## config.mk

```make
export PLATFORM = sky130hd
export DESIGN_NAME = sensor_conditioner
export DESIGN_NICKNAME = d
export VERILOG_FILES = /design/src/rtl/sensor_cond_pkg.sv /design/src/rtl/sensor_debounce_ch.sv /design/src/rtl/sensor_conditioner.sv
export SDC_FILE = /design/constraint.sdc
export NUM_CORES = 1
export LEC_CHECK = 0
export CORE_MARGIN = 2
export CORE_UTILIZATION = 40
export CTS_CLUSTER_DIAMETER = 50
export DETAILED_ROUTE_END_ITERATION = 10
export HOLD_SLACK_MARGIN = 0.02
export PLACE_DENSITY_LB_ADDON = 0.05
export REMOVE_ABC_BUFFERS = 1
export SYNTH_ARGS = -nofsm -noshare
export SYNTH_HDL_FRONTEND = slang
export SYNTH_SLANG_ARGS = --single-unit
```

## constraint.sdc

```tcl
create_clock -name clk -period 2.1 [get_ports clk]
set_input_delay 0.42 -clock clk [delete_from_list [all_inputs] [get_ports clk]]
set_output_delay 0.42 -clock clk [all_outputs]
set_load 0.02 [all_outputs]
```

## src/rtl/sensor_cond_pkg.sv

```systemverilog
// Shared types and constants for the sensor conditioner.
package sensor_cond_pkg;

  typedef enum logic [1:0] {SC_LOW, SC_ARM_H, SC_HIGH, SC_ARM_L} sc_state_t;

  localparam logic [7:0] GLITCH_MAX = 8'hFF;

endpackage

```

## src/rtl/sensor_debounce_ch.sv

```systemverilog
// One sensor channel: synchroniser, debounce FSM and qualification counter.
// States: LOW stable low, ARM_H qualifying high, HIGH stable high, ARM_L qualifying low.
module sensor_debounce_ch
  import sensor_cond_pkg::*;
#(
  parameter int SYNC_STAGES     = 2,
  parameter int DEBOUNCE_CYCLES = 4,
  parameter int CNT_W           = $clog2(DEBOUNCE_CYCLES + 1)
) (
  input  logic clk,
  input  logic rst,
  input  logic en,
  input  logic raw,
  output logic level,
  output logic rise,
  output logic settled,
  output logic glitch
);

  localparam logic [CNT_W-1:0] CNT_ONE = CNT_W'(1);
  localparam logic [CNT_W-1:0] CNT_MAX = CNT_W'(DEBOUNCE_CYCLES);

  logic [SYNC_STAGES-1:0] sync_q, sync_d;
  sc_state_t              state_q, state_d;
  logic [CNT_W-1:0]       cnt_q, cnt_d, cnt_next;
  logic [CNT_W-1:0]       stab_q, stab_d, stab_inc;
  logic                   level_q, level_d;
  logic                   rise_q, rise_d;
  logic                   glitch_q, glitch_d;
  logic                   settled_q, settled_d;
  logic                   s;

  assign sync_d = {sync_q[SYNC_STAGES-2:0], raw};
  assign s      = sync_q[SYNC_STAGES-1];

  always_comb begin
    state_d   = state_q;
    cnt_d     = cnt_q;
    stab_d    = stab_q;
    level_d   = level_q;
    rise_d    = 1'b0;
    glitch_d  = 1'b0;
    settled_d = settled_q;
    cnt_next  = (state_q == SC_LOW || state_q == SC_HIGH) ? CNT_ONE :
                (cnt_q == CNT_MAX) ? cnt_q : cnt_q + 1'b1;
    stab_inc  = (stab_q == CNT_MAX) ? stab_q : stab_q + 1'b1;

    if (!en) begin
      // Park in the state that matches the held output so re-enable starts clean.
      state_d = level_q ? SC_HIGH : SC_LOW;
      cnt_d   = '0;
      stab_d  = '0;
    end else begin
      unique case (state_q)
        SC_LOW, SC_ARM_H: begin
          if (s) begin
            if (cnt_next == CNT_MAX) begin
              state_d = SC_HIGH;
              level_d = 1'b1;
              rise_d  = 1'b1;
              cnt_d   = '0;
            end else begin
              state_d = SC_ARM_H;
              cnt_d   = cnt_next;
            end
          end else if (state_q == SC_ARM_H) begin
            state_d  = SC_LOW;
            cnt_d    = '0;
            glitch_d = 1'b1;
          end
        end
        SC_HIGH, SC_ARM_L: begin
          if (!s) begin
            if (cnt_next == CNT_MAX) begin
              state_d = SC_LOW;
              level_d = 1'b0;
              cnt_d   = '0;
            end else begin
              state_d = SC_ARM_L;
              cnt_d   = cnt_next;
            end
          end else if (state_q == SC_ARM_L) begin
            state_d  = SC_HIGH;
            cnt_d    = '0;
            glitch_d = 1'b1;
          end
        end
      endcase

      // Initial qualification: consecutive enabled cycles spent in a stable state.
      if (state_q == SC_LOW || state_q == SC_HIGH) begin
        stab_d = stab_inc;
        if (stab_inc == CNT_MAX) settled_d = 1'b1;
      end else begin
        stab_d = '0;
      end
    end
  end

  always_ff @(posedge clk) begin
    if (rst) begin
      sync_q    <= '0;
      state_q   <= SC_LOW;
      cnt_q     <= '0;
      stab_q    <= '0;
      level_q   <= 1'b0;
      rise_q    <= 1'b0;
      glitch_q  <= 1'b0;
      settled_q <= 1'b0;
    end else begin
      sync_q    <= sync_d;
      state_q   <= state_d;
      cnt_q     <= cnt_d;
      stab_q    <= stab_d;
      level_q   <= level_d;
      rise_q    <= rise_d;
      glitch_q  <= glitch_d;
      settled_q <= settled_d;
    end
  end

  assign level   = level_q;
  assign rise    = rise_q;
  assign settled = settled_q;
  assign glitch  = glitch_q;

endmodule

```

## src/rtl/sensor_conditioner.sv

```systemverilog
// Left/right sensor front end: two debounce channels plus valid, en_o and glitch count.
// Optional glitch counter enabled by defining SENSOR_GLITCH_CNT_EN.
module sensor_conditioner
  import sensor_cond_pkg::*;
#(
  parameter int SYNC_STAGES     = 2,
  parameter int DEBOUNCE_CYCLES = 4,
  parameter int CNT_W           = $clog2(DEBOUNCE_CYCLES + 1)
) (
  input  logic       clk,
  input  logic       rst,
  input  logic       en_i,
  input  logic       ls_raw,
  input  logic       rs_raw,
  output logic       ls,
  output logic       rs,
  output logic       ls_rise,
  output logic       rs_rise,
  output logic       valid,
  output logic       en_o
`ifdef SENSOR_GLITCH_CNT_EN
  ,
  output logic [7:0] glitch_cnt
`endif
);

  logic settled_l, settled_r;
  logic glitch_l, glitch_r;
  logic valid_q, valid_d;
  logic en_q, en_d;

  sensor_debounce_ch #(
    .SYNC_STAGES    (SYNC_STAGES),
    .DEBOUNCE_CYCLES(DEBOUNCE_CYCLES),
    .CNT_W          (CNT_W)
  ) u_ch_l (
    .clk    (clk),
    .rst    (rst),
    .en     (en_i),
    .raw    (ls_raw),
    .level  (ls),
    .rise   (ls_rise),
    .settled(settled_l),
    .glitch (glitch_l)
  );

  sensor_debounce_ch #(
    .SYNC_STAGES    (SYNC_STAGES),
    .DEBOUNCE_CYCLES(DEBOUNCE_CYCLES),
    .CNT_W          (CNT_W)
  ) u_ch_r (
    .clk    (clk),
    .rst    (rst),
    .en     (en_i),
    .raw    (rs_raw),
    .level  (rs),
    .rise   (rs_rise),
    .settled(settled_r),
    .glitch (glitch_r)
  );

  always_comb begin
    valid_d = valid_q | (settled_l & settled_r);
    en_d    = en_i;
  end

  always_ff @(posedge clk) begin
    if (rst) begin
      valid_q <= 1'b0;
      en_q    <= 1'b0;
    end else begin
      valid_q <= valid_d;
      en_q    <= en_d;
    end
  end

  assign valid = valid_q;
  assign en_o  = en_q;

`ifdef SENSOR_GLITCH_CNT_EN
  logic [7:0] glitch_cnt_q, glitch_cnt_d;
  logic [8:0] glitch_sum;

  always_comb begin
    glitch_sum   = {1'b0, glitch_cnt_q} + 9'(glitch_l) + 9'(glitch_r);
    glitch_cnt_d = (glitch_sum > 9'(GLITCH_MAX)) ? GLITCH_MAX : glitch_sum[7:0];
  end

  always_ff @(posedge clk) begin
    if (rst) glitch_cnt_q <= '0;
    else     glitch_cnt_q <= glitch_cnt_d;
  end

  assign glitch_cnt = glitch_cnt_q;
`else
  logic unused_glitch;
  assign unused_glitch = glitch_l ^ glitch_r;
`endif

endmodule

```

Word-level counts from Yosys, hierarchy flattened
Cells that the tools add are included.

Flip-flop bits (word level): 28. Input bits: 5. Word-level logic and storage cells: 128.

Add/sub/neg operators: 4. Eq/ne operators: 30. Multiplexer cells: 48. Bitwise operators: 9. Reduce and logical (&&, ||, !) cells: 21.

Operator list (count): $mux 3 (16); $mux 2 (16); $eq 3x3->1 const B (8); $add 3x1->3 const B (4); $ne 2x1->1 const B (6); $pmux 3 s2 (2); $mux 1 (10); $reduce_and 5->1 (2); $reduce_or 2->1 (5); $eq 2x2->1 const B (4); $ne 4x2->1 const B (2); $ne 4x4->1 const B (2); $pmux 2 s2 (2); $reduce_and 2->1 (4); $reduce_or 4->1 (2); $not 1->1 (7); $ne 3x1->1 const B (2); $ne 3x3->1 const B (2); $reduce_and 3->1 (2); $reduce_or 3->1 (2); $eq 2x1->1 const B (2); $logic_not 2->1 (2); $ne 2x2->1 const B (2); $pmux 1 s2 (2); 3 further kinds (4).

Longest topological paths before layout
Gate-level depths: netlist of the first run.

Depth after elaboration: 8. Gate-level depth with buffers: 6.

By module
A second synthesis of the first run with hierarchy kept.

Cells, all modules: 151. Area total of the unflattened synthesis: 1412.6 um^2.

Modules (own cells, without submodules): sensor_debounce_ch at u_ch_r (times used 1, cells an instance 74, area each 685.7 um^2, sequential area each 280.3 um^2); sensor_debounce_ch at u_ch_l (times used 1, cells an instance 72, area each 671.9 um^2, sequential area each 280.3 um^2); sensor_conditioner (times used 1, cells an instance 5, area each 55.1 um^2, sequential area each 40.0 um^2).

Least setup slack after synthesis of the first run
OpenSTA, ideal clock, no wires.

Kind: register to register. From: register u_ch_r.cnt_q[0]. To: register u_ch_r.state_q[1]. Library setup time: 0.133 ns. Arrival time: 1.680 ns. Required time: 1.967 ns. Slack: 0.287 ns. Stages on the path, launching flop included: 7. Buffers on the path: 0. Period minus slack after synthesis: 1.813 ns. Cells stage by stage: dfxtp_1 -> inv_1 -> ha_1 -> or3b_1 -> a311oi_2 -> mux2i_1 -> a211oi_2.

Longest elaborated chain between the ends: 8. Elaborated cells between the ends (all ways): 11. Classes of those cells: add/sub: 1; eq/ne: 2; mux: 8.

Ends and longest elaborated chain: from (decl) (line sensor_debounce_ch.sv:25) `logic [CNT_W-1:0] cnt_q, cnt_d, cnt_next;`; from (signal assigned) (line sensor_debounce_ch.sv:113) `cnt_q <= cnt_d;`; $add 3x1->3 or $eq 3x3->1 (tied branches) (line sensor_debounce_ch.sv:45) `(cnt_q == CNT_MAX) ? cnt_q : cnt_q + 1'b1;`; $mux 3 (*) (line sensor_debounce_ch.sv:45); $mux 3 (*) (line sensor_debounce_ch.sv:44) `cnt_next = (state_q == SC_LOW || state_q == SC_HIGH) ? CNT_ONE :`; $eq 3x3->1 (*) (line sensor_debounce_ch.sv:57, sensor_debounce_ch.sv:74); $mux 2, on equally long branches (line sensor_debounce_ch.sv:74, sensor_debounce_ch.sv:57); $mux 2, on equally long branches (line sensor_debounce_ch.sv:73, sensor_debounce_ch.sv:56); $pmux 2 s2 (*) (line sensor_debounce_ch.sv:54) `unique case (state_q)`; $mux 2 (*) (line sensor_debounce_ch.sv:48) `if (!en) begin`; to (signal assigned) (line sensor_debounce_ch.sv:112) `state_q <= state_d;`; to (decl) (line sensor_debounce_ch.sv:24) `sc_state_t state_q, state_d;`.

Every way passes the cells marked *; elsewhere a longest branch is shown, timed or not. A chain may end at the register's enable or synchronous reset.

Worst setup path in the final report of the first run
Ends and elaborated chain as after synthesis.

==> flow_summary.json, run 1 <==
{
  "rows": 20,
  "post_cts_buffers": 0,
  "grt_util_all_layers_pct": 14.7,
  "layout_setup_ws_ps": 145,
  "finClkSkew_ps": 8.66,
  "worstHoldPathType": "reg2reg",
  "path_max_fanout": 5,
  "worstMarginPinSlew_ps": 344,
  "place_congestion": 0.728,
  "rsz0062_at_grt": "no",
  "end_kind": "register",
  "seq_area_frac_synth_pct": 42.6,
  "worstPathRequired_ps": 2320,
  "holdWs_ps": 457,
  "worstPathCellList": "inv_1, ha_1, or3b_1, a311oi_4, mux2i_1, a211oi_2",
  "arrival_ps": 2180,
  "avgSynthCellArea_um2": 9.20,
  "synth_top_area_share_pct": 42.6,
  "timing.fmax_mhz": 511,
  "ys.flop_type": "dfxtp_1",
  "synthCells": 143,
  "cts.sinks": 28,
  "drt-pass1-iter-count": 4,
  "drc_errors": 0,
  "vdd_drop_max_mv": 0.340,
  "drv_slew": 0,
  "start_util_pct": 42.4,
  "htree_levels": 1,
  "critPathKind": "reg2reg",
  "core_mm2": 0.00310,
  "avgRoutedWirePerCell_um": 12.2,
  "setup_tns_ps": 0,
  "critPathSlowestCell": "or3b_1",
  "drt_wl_total_um": 2420,
  "ys_warn_count": 0,
  "postSynth.asyncResetShare_pct": 0,
  "post-route-min-period_ps": 1960,
  "max_stage_delay_ps": 430,
  "dp_hpwl_um": 1760,
  "clkLatencyLatePin_ps": 330,
  "cts_tree": "built",
  "finalPower_mw": 0.997,
  "synth_seq_cells": 28,
  "syn_area_mm2": 0.00132,
  "hold_buffers": 0,
  "fin_crit_sh_pct": 93.1,
  "syn_to_final_growth_pct": 17.0,
  "leakagePower_nw": 0.532,
  "clk_pin_slew_ps": 160,
  "grt_max_degree": 17,
  "cts_root_buf": "clkbuf_4",
  "final_common_cell": "dfxtp_1",
  "synth_edf_count": 0,
  "layout_common_cells": "26 x dfxtp_1, 13 x inv_1, 10 x nand2_1, 10 x clkdlybuf4s50_1",
  "antenna_cells": 0,
  "die_w_um": 61.4,
  "portBuffers": 10,
  "die_area_mm2": 0.00377,
  "startpoint_type": "register",
  "dieHeight_um": 61.4,
  "vias": 985,
  "drive_above_1_share_pct": 11.0,
  "setup_viol": 0,
  "cts_buffers": 3,
  "n_fill_cell": 326,
  "final_nets": 169,
  "antenna_found_initial": 0,
  "max-slew-margin-rel_pct": 77.0,
  "drtIter0Drc": 17,
  "grt_overflow": 0,
  "clock_path_buffers": 2,
  "synthDistinctLibCells": 37,
  "synth_area_leaders": "dfxtp_1 43%, ha_1 7.6%, inv_1 3.7%",
  "ioPinCount": 11,
  "yosys.area.top_type": "dfxtp_1",
  "grt_pass1_vias": 930,
  "place_ws_ps": 124,
  "maxCapViolCount": 0,
  "hold_viol": 0,
  "routed_via_density": 4.95,
  "postRouteAntennaNets": 0,
  "cts_resized": 0,
  "power.density_mw_per_mm2": 647,
  "grt_pass1_wl_um": 4120,
  "status": "complete, no violations"
}
-- final timing paths --
| kind | start | end | slack, ps | cells after the start |
|---|---|---|---|---|
| setup / recovery | u_ch_r.cnt_q[0] | u_ch_r.state_q[1] | 140 | 6 |
| hold reg to reg | u_ch_r.sync_q[0] | u_ch_r.sync_q[1] | 460 | 1 |
| setup reg to reg | u_ch_r.cnt_q[0] | u_ch_r.state_q[1] | 140 | 6 |
| hold / removal | u_ch_r.sync_q[0] | u_ch_r.sync_q[1] | 460 | 1 |
-- synthesized netlist by cell type (3+ instances only) --
cell type / count
dfxtp_1: 28
inv_1: 13
nand2_1: 10
a21oi_1: 9
nor2_1: 9
ha_1: 8
nor3_1: 7
nand3b_1: 6
nor2b_1: 6
nand2b_1: 5
o21ai_0: 5
xnor2_1: 5
clkbuf_1: 3
-- cell type report --
class | count | area [um2] | area share (%)
flip-flops and latches | 28 | 563 | 36.6
multi-input cells | 96 | 691 | 44.8
clock inverters | 1 | 30.0 | 1.95
inverters | 13 | 48.8 | 3.17
clock buffers | 3 | 22.5 | 1.46
well taps | 44 | 55.1 | 3.57
repair buffers | 14 | 130 | 8.45
-- layer usage --
metal  vias up  share of wire, %  track usage, %
met5         -                 0               0
met1       458                53            20.8
met4         0              0.87            5.78
met3         2               2.6            2.73
li1        515                 -               -
met2        10                43            22.3
-- cell families after synthesis --
logic type | Yosys count | share of synthesized area [%]
compound gates | 27 | 14.9
buf+inv | 19 | 5.80
xor+xnor | 6 | 4.56
simple gates | 52 | 22.1
fa+ha+maj | 8 | 7.60
mux | 3 | 2.38
flops | 28 | 42.6
-- flip-flops by register name (all words and copies together) (netlist names), 2 cells and up --
| name | cells |
|---|---|
| u_ch_l.cnt_q | 3 |
| u_ch_r.cnt_q | 3 |
| u_ch_r.stab_q | 3 |
| u_ch_r.state_q | 2 |
| u_ch_l.sync_q | 2 |
| u_ch_l.stab_q | 3 |
| u_ch_r.sync_q | 2 |
| u_ch_l.state_q | 2 |
-- power by group --
part | switching (mW) | internal (mW) | leakage, nW | total, mW
Combinational | 0.0431 | 0.0398 | 0.275 | 0.0829
Clock | 0.161 | 0.193 | 0.0279 | 0.354
Sequential | 0.0149 | 0.546 | 0.229 | 0.560
-- stage by stage --
step           area [um2]  instances  util (%)
2_1_floorplan        1290        137         -
3_3_place_gp         1470        195      47.5
3_5_place_dp         1470        195      47.5
4_1_cts              1530        199      49.2
5_1_grt              1540        199      49.6
6_report             1540        199      49.6
-- critical path, delay by kind of cell (launching register included) --
family	cells	cell delay [ps]
adders and majority gates	1	230
DFF	1	420
AOI/OAI and AO/OA	2	430
buffers and inverters	1	80
and+or+nand+nor	1	430
muxes	1	260
(Power assumes the default switching activity.)
==> run 2: changes to the inputs <==
CORE_UTILIZATION = 28   (was 40)
SLEW_MARGIN = 20   (was unset)
==> flow_summary.json, run 2 (synthesized netlist as in run 1, its figures left out) <==
{
  "layout_common_cells": "27 x dfxtp_1, 13 x inv_1, 10 x nand2_1, 10 x clkdlybuf4s50_1",
  "antenna_cells": 0,
  "timing.fmax_mhz": 513,
  "grt_util_all_layers_pct": 10.7,
  "critPathSlowestCell": "dfxtp_1",
  "worstHoldPathType": "reg2reg",
  "grt_pass1_vias": 974,
  "postRouteAntennaNets": 0,
  "whs_path_depth": 1,
  "grt_max_degree": 16,
  "post-route-min-period_ps": 1950,
  "die_area_mm2": 0.00527,
  "worstPathCellList": "inv_1, ha_1, or3b_1, a311oi_2, mux2i_1, a211oi_1",
  "setup_viol": 0,
  "finClkSkew_ps": 7.32,
  "dp_hpwl_um": 1880,
  "core_mm2": 0.00444,
  "power_frac_seq_pct": 57.3,
  "n_fill_cell": 480,
  "switching_power_mw": 0.219,
  "syn_to_final_growth_pct": 18.7,
  "drv_slew": 0,
  "maxCapViolCount": 0,
  "clkLatencyLatePin_ps": 270,
  "setup_tns_ps": 0,
  "power.density_mw_per_mm2": 623,
  "drive_above_1_share_pct": 12.0,
  "cts_root_buf": "clkbuf_8",
  "hold_viol": 0,
  "vias": 981,
  "dr.max_layer_used": "met4",
  "end_kind": "register",
  "worstMarginPinSlew_ps": 342,
  "wirelength_met1_um": 1230,
  "die_w_um": 72.6,
  "status": "complete, no violations",
  "wl_met3_um": 63,
  "max_stage_delay_ps": 450,
  "drt-pass1-iter-count": 2,
  "arrival_ps": 2140,
  "final_nets": 172,
  "rows": 24,
  "clk_pin_slew_ps": 100,
  "fin_crit_sh_pct": 92.8,
  "startpoint_type": "register",
  "grt_overflow": 0,
  "final_common_cell": "dfxtp_1",
  "rsz0062_at_grt": "no",
  "drtIter0Drc": 37,
  "wl_met2_um": 1160,
  "drc_errors": 0,
  "path_max_fanout": 7,
  "clock_path_buffers": 2,
  "htree_levels": 1,
  "dieHeight_um": 72.6,
  "routed_via_density": 4.67,
  "critPathKind": "reg2reg",
  "comb_power_share_pct": 8.8,
  "leakagePower_nw": 0.546,
  "drt_wl_total_um": 2480,
  "worst_r2r_path_depth": 6,
  "portBuffers": 10,
  "clockPowerShare_pct": 33.9,
  "avgRoutedWirePerCell_um": 11.8,
  "cts_tree": "built",
  "cts_buffers": 3,
  "vdd_drop_max_mv": 0.380,
  "p_sw_share_pct": 22.5,
  "start_util_pct": 29.6,
  "antenna_found_initial": 0,
  "power.internal_mw": 0.754,
  "max-slew-margin-rel_pct": 77.2,
  "grt_pass1_wl_um": 4390,
  "place_congestion": 0.791,
  "worstPathRequired_ps": 2290,
  "fin_util_pct": 35.2,
  "cts.sinks": 28,
  "ioPinCount": 11
}
==> run 2: cell types whose count changed in the layout (fill, tap and decap cells not counted) <==
cell / change
clkbuf_8: +4
buf_4: +3
a311oi_4: -1
dfxtp_1: +1
a311oi_2: +1
bufinv_16: -1
clkbuf_4: -3
dfxtp_2: -1
==> run 2: critical path, delay by kind of cell (launching register included) <==
kind            cells  cell delay [ps]
fa+ha+maj           1              260
flops               1              450
buf+inv             1               70
compound gates      2              550
mux                 1              120
simple gates        1              410
==> run 2: power groups by stage <==
stage | clock [mW] | sequential, mW | combinational (mW)
floorplan | 0 | 0.569 | 0.0477
global placement | 0 | 0.569 | 0.0868
detailed placement | 0 | 0.570 | 0.0862
CTS | 0.352 | 0.557 | 0.0868
global route | 0.380 | 0.560 | 0.0965
finish | 0.330 | 0.557 | 0.0857
==> run 2: worst paths after layout <==
kind | endpoint | slack [ps] | startpoint
worst max-delay path | u_ch_l.state_q[1] | 150 | u_ch_l.cnt_q[0]
worst min register to register | u_ch_r.sync_q[1] | 440 | u_ch_r.sync_q[0]
worst max register to register | u_ch_l.state_q[1] | 150 | u_ch_l.cnt_q[0]
worst min-delay path | u_ch_r.sync_q[1] | 440 | u_ch_r.sync_q[0]
==> run 2: cell type report <==
type                       instances  area, um2  area share, %
multi-input combinational         96        679           43.5
sequential                        28        562           35.9
timing repair buffer              17        153           9.77
tap                               52       65.1           4.16
clock buffer                       4       55.1           3.52
inverter                          13       48.8           3.12
==> run 2: per-stage QoR <==
stage          power [mW]  cells  cell area, um2  worst slack, ps  hold slack [ps]
2_1_floorplan       0.617    137            1290              297              414
3_3_place_gp        0.656    205            1500              213              418
3_5_place_dp        0.656    205            1500              117              424
4_1_cts             0.996    209            1550              101              447
5_1_grt              1.04    210            1560             42.4              463
6_report            0.973    210            1560              151              443
==> run 2: routing by layer <==
layer	global-route usage, %	up-vias
met4	2.47	0
met1	13.6	450
met3	3.33	2
met2	17.7	8
li1	-	521
met5	0	-
==> run 2: timing repair <==
action                     in CTS  in global routing
resized for setup               0                  1
setup endpoints to repair       0                  1
hold endpoints to repair        0                  0
buffers inserted                0                  1
hold buffers                    0                  0
